--- config.mk ---
export PLATFORM = sky130hd
export DESIGN_NAME = program_loader
export DESIGN_NICKNAME = d
export VERILOG_FILES = /design/src/rtl/program_loader.sv
export SDC_FILE = /design/constraint.sdc
export NUM_CORES = 1
export LEC_CHECK = 0
export ABC_CLOCK_PERIOD_IN_PS = 2710
export BUFFER_PORTS_ARGS = -buffer_cell sky130_fd_sc_hd__buf_4
export CORE_UTILIZATION = 54
export DETAILED_ROUTE_END_ITERATION = 12
export GPL_TIMING_DRIVEN = 0
export PLACE_DENSITY_LB_ADDON = 0.12
export RECOVER_POWER = 100
export SLEW_MARGIN = 20
export SYNTH_ARGS = -nofsm -noshare
export SYNTH_HDL_FRONTEND = slang
export SYNTH_SLANG_ARGS = --single-unit
--- constraint.sdc ---
create_clock -name clk -period 2.71 [get_ports clk]
set_input_delay 0.1355 -clock clk [delete_from_list [all_inputs] [get_ports clk]]
set_output_delay 0.1355 -clock clk [all_outputs]
set_load 0.03 [all_outputs]
--- src/rtl/program_loader.sv ---
// program_loader: length-prefixed byte-stream loader that writes instruction memory, then releases the core.
// Optional PROGRAM_LOADER_CHECKSUM_EN adds a trailing XOR checksum byte after the last instruction.
module program_loader #(
   parameter int WORDSIZE         = 64,
   parameter int INSTRUCTION_SIZE = 32,
   parameter int ADDR_WIDTH       = 10,
   parameter int MAX_WORDS        = 1024
) (
   input  logic                        clk,
   input  logic                        reset_n,
   input  logic                        byte_valid,
   input  logic [7:0]                  byte_data,
   output logic                        byte_ready,
   input  logic                        reload,
   output logic                        imem_we,
   output logic [ADDR_WIDTH-1:0]       imem_addr,
   output logic [INSTRUCTION_SIZE-1:0] imem_wdata,
   output logic                        cpu_reset_n,
   output logic [WORDSIZE-1:0]         pc_start,
   output logic                        done,
   output logic                        error
);
   typedef enum logic [2:0] {HDR_LO, HDR_HI, CHECK, DATA, WRITE, CSUM, RUN, ERROR} state_t;
   state_t                      state;
   logic [15:0]                 count;
   logic [ADDR_WIDTH-1:0]       word_cnt;
   logic [1:0]                  byte_idx;
   logic [INSTRUCTION_SIZE-9:0] instr;
   logic                        accept, last;
`ifdef PROGRAM_LOADER_CHECKSUM_EN
   logic [7:0]                  csum;
`endif
   assign accept   = byte_valid && byte_ready;
   assign last     = 32'(word_cnt) + 32'd1 == 32'(count);
   assign pc_start = '0;
   // instr holds the three earlier bytes; the fourth is merged straight into imem_wdata
   always_ff @(posedge clk or negedge reset_n)
      if (!reset_n) begin
         state       <= HDR_LO;
         byte_ready  <= 1'b0;
         imem_we     <= 1'b0;
         imem_addr   <= '0;
         imem_wdata  <= '0;
         cpu_reset_n <= 1'b0;
         done        <= 1'b0;
         error       <= 1'b0;
         count       <= '0;
         word_cnt    <= '0;
         byte_idx    <= '0;
         instr       <= '0;
`ifdef PROGRAM_LOADER_CHECKSUM_EN
         csum        <= '0;
`endif
      end else begin
         imem_we <= 1'b0;
         case (state)
            HDR_LO: begin
               byte_ready <= 1'b1;
               if (accept) begin
                  count[7:0] <= byte_data;
                  state      <= HDR_HI;
               end
            end
            HDR_HI: if (accept) begin
               count[15:8] <= byte_data;
               byte_ready  <= 1'b0;
               state       <= CHECK;
            end
            CHECK: if (count == 16'd0 || 32'(count) > 32'(MAX_WORDS)) begin
               error <= 1'b1;
               state <= ERROR;
            end else begin
               word_cnt   <= '0;
               byte_idx   <= '0;
               byte_ready <= 1'b1;
               state      <= DATA;
`ifdef PROGRAM_LOADER_CHECKSUM_EN
               csum       <= '0;
`endif
            end
            DATA: if (accept) begin
               instr    <= {byte_data, instr[INSTRUCTION_SIZE-9:8]};
               byte_idx <= byte_idx + 2'd1;
`ifdef PROGRAM_LOADER_CHECKSUM_EN
               csum     <= csum ^ byte_data;
`endif
               if (byte_idx == 2'd3) begin
                  imem_we    <= 1'b1;
                  imem_addr  <= word_cnt;
                  imem_wdata <= {byte_data, instr};
                  byte_ready <= 1'b0;
                  state      <= WRITE;
               end
            end
            WRITE: begin
               word_cnt <= word_cnt + 1'b1;
               if (!last) begin
                  byte_ready <= 1'b1;
                  state      <= DATA;
               end else begin
`ifdef PROGRAM_LOADER_CHECKSUM_EN
                  byte_ready <= 1'b1;
                  state      <= CSUM;
`else
                  cpu_reset_n <= 1'b1;
                  done        <= 1'b1;
                  state       <= RUN;
`endif
               end
            end
`ifdef PROGRAM_LOADER_CHECKSUM_EN
            CSUM: if (accept) begin
               byte_ready  <= 1'b0;
               cpu_reset_n <= byte_data == csum;
               done        <= byte_data == csum;
               error       <= byte_data != csum;
               state       <= byte_data == csum ? RUN : ERROR;
            end
`endif
            RUN, ERROR: if (reload) begin
               cpu_reset_n <= 1'b0;
               done        <= 1'b0;
               error       <= 1'b0;
               state       <= HDR_LO;
            end
            default: state <= HDR_LO;
         endcase
      end
endmodule
==> metrics <==
post-DR vias/cell=5.06; compound-gate portion of the synthesized area=9.18%; Detail Route Antenna Nets=0; Hold Crit Endpoint=count[10]$_DFFE_PN0P_; commonest non-fill, non-tap cells in the layout=101 x dfrtp_1, 78 x mux2_2, 75 x buf_4; layout overhead on the synthesized area=16.2%; number of port buffers=58; DIE HEIGHT=98.6 µm; Inserted Diodes=0; max incr delay on CP=0.36 ns; share of cells above drive strength 1=34.3%; fmax=0.436 GHz; CTS root buffer=clkbuf_8; met1 GRT Util=28.0%; routed wire length=9590 µm; routed via count=3,409; Sink Count=101; Slew @ Worst Pin=1.37 ns; Final setup viols=0; FF/Latch Area=2530 µm²; CP endpoint kind=flop; leakage power total=2.85 nW; HP Class=primary input to flop; worst path bufs/invs=2; core area=8890 µm²; Most Crowded Layer GR=met2; hold depth=2; Final period util=84.7%; global-route usage over all layers=21.1%; commonest register cell after synthesis=dfrtp_1; total gr overflow=0; Clock Latency Late Sink=0.36 ns; net count reported at finish=575; WS Path Type=flop to flop; CTS tree=built; number of synthesized register bits=101; Yosys cell types=58; RSZ-0062 raised after global routing=false; Setup TNS Final=0 ns; initial antenna violation count=0; min cycle time layout=2.30 ns; worst reg2reg path depth=8; reg-to-reg startpoint=word_cnt[1]$_DFFE_PN0P_; total CTS buffers=9; Die X=98.6 µm; Rel. slew slack=8.81%; Setup crit start kind=flop; Syn Inst Count=428; Synth Area in XOR/XNOR=1.56%; crit path max-delay cell type=dfrtp_1; hold path start=byte_data[2]; Final Max Tran Viols=0; Mapped Area=5040 µm²; maximum root-to-sink buffer count=2; DR pass1 iterations=4; yosys warns=0; GR Util met2=35.2%; Final Cell Area=5860 µm²; cell-by-cell trace of the critical path=buf_2 > and3_1 > clkbuf_1 > nand3_1 > xnor2_1 > a2111oi_4 > and3b_1 > a41oi_1; final hold viol count=0; Syn Area/Cell=11.8 µm²; H-tree depth=3; CP max FO=10; Power Density=986 nW/µm²; critical path's top delay family=simple AND/OR/NAND/NOR gates; DRC=0; Worst VDD drop=0.530 mV; first-pass GRT wire length=16,200 µm; Worst-path clk slew=0.10 ns; critical path arrival=2.52 ns; Req. time, crit path=2.93 ns; Setup Skew=0.00966 ns; initial DRC count=156; Adder-Cell Fraction of Synth Area=0.496%; reg2reg end=byte_ready$_DFFE_PN0P_; DR WL/cell=14.2 µm; mux share of post-synthesis cell area=18.1%; reg2reg setup slack=0.41 ns; DIE AREA=9730 µm²; status=finished clean; vias in the first global route=3,318; FILL cells=757; area of the multi-input gates=2140 µm²; number of cell rows=34; Post-synth ARST share=100%; sequential element share of the synthesized area=50.1%; Initial Util=56.7%; largest family of logic cells by synthesized area=multiplexers; commonest non-fill, non-tap cell in the layout=dfrtp_1; largest net degree at the start of global routing=102; Post-synth EDFFs=0; gpl congestion=0.847; placed standard-cell area=5850 µm²; max-cap viol count=0; Post-Synth Simple-Gate Area=8.49%; # Post-CTS Setup Buffers=0; GR Util met3=3.55%; post-DP HPWL=6870 µm; io pins=123
## stage by stage
step           power (mW)  worst slack (ns)  util, %  hold WS [ns]  std cells
2_1_floorplan        4.35             0.751        -        -0.160        491
3_3_place_gp         5.05             0.577     65.8         0.396        657
3_5_place_dp         5.13             0.548     65.8         0.300        657
4_1_cts              6.03             0.514     68.0        0.0257        674
5_1_grt              6.15             0.218     65.9        0.0163        674
6_report             5.78             0.415     65.9        0.0382        674
## how the worst max path moves through the flow
stage,depth (start not counted),slack (ns),start,endpoint
finish,8,0.41,word_cnt[1]$_DFFE_PN0P_,byte_ready$_DFFE_PN0P_
floorplan,9,0.75,word_cnt[0]$_DFFE_PN0P_,byte_ready$_DFFE_PN0P_
global placement,9,0.58,word_cnt[0]$_DFFE_PN0P_,byte_ready$_DFFE_PN0P_
global route,6,0.22,byte_ready$_DFFE_PN0P_,instr[19]$_DFFE_PN0P_
CTS,9,0.51,word_cnt[0]$_DFFE_PN0P_,byte_ready$_DFFE_PN0P_
detailed placement,9,0.55,word_cnt[0]$_DFFE_PN0P_,byte_ready$_DFFE_PN0P_
## sequential cells by signal (all words and copies together), names as in the netlist
register and flops:
done 1, byte_ready 1, imem_wdata 32, imem_we 1, imem_addr 10, state 3
word_cnt 10, error 1, byte_idx 2, instr 24, count 16
## final cells by class
cell class              count  share of cell area [%]
inverters                   4                   0.256
plain buffers              87                    10.0
clock buffers              10                    2.18
repair buffers             59                    4.59
well taps                 108                    2.31
multi-input cells         299                    36.6
flip-flops and latches    101                    43.1
clock inverters             6                   0.918
## synth_stat cells (all sizes together) (2+ instances only)
cell type	number	area [µm²]
a211oi	2	15.0
a21oi	15	75.1
a22o	4	35.0
a311oi	2	17.5
a31o	3	26.3
a31oi	3	18.8
a41oi	3	33.8
and2	5	31.3
and3	3	18.8
buf	80	562
clkbuf	7	26.3
dfrtp	101	2530
ha	2	25.0
inv	4	15.0
mux2	81	912
nand2	21	81.3
nand2b	4	25.0
nand3	10	55.1
nand3b	3	22.5
nand4	2	12.5
nor2	10	47.6
nor4	3	25.0
o211ai	2	15.0
o21ai	20	100
o31ai	3	22.5
or2	2	12.5
or3	5	31.3
xnor2	5	43.8
xor2	4	35.0
## timing repair
action	in CTS	in global routing
gates resized for setup	0	0
hold endpoints to repair	101	0
hold buffers	1	0
## per-layer routing
| metal | vias up | share of wire, % |
|---|---|---|
| li1 | 1648 | - |
| met1 | 1630 | 46 |
| met2 | 119 | 47 |
| met3 | 12 | 4.9 |
| met4 | 0 | 1.4 |
| met5 | - | 0 |
## power by group
group / switching (mW) / total, mW / internal, mW
Combinational: 1.40 / 2.37 / 0.976
Clock: 0.553 / 0.905 / 0.351
Sequential: 0.412 / 2.50 / 2.08
## logic make-up (layout without fill, tap and decap cells)
group	Yosys count	after routing
AOI/OAI and AO/OA	67	67
xor gates and xnor gates	9	9
adders and majority gates	2	2
buffers and inverters	91	166
DFF	101	101
muxes	81	81
other	1	64
and+or+nand+nor	76	76
(Power assumes the default switching activity.)
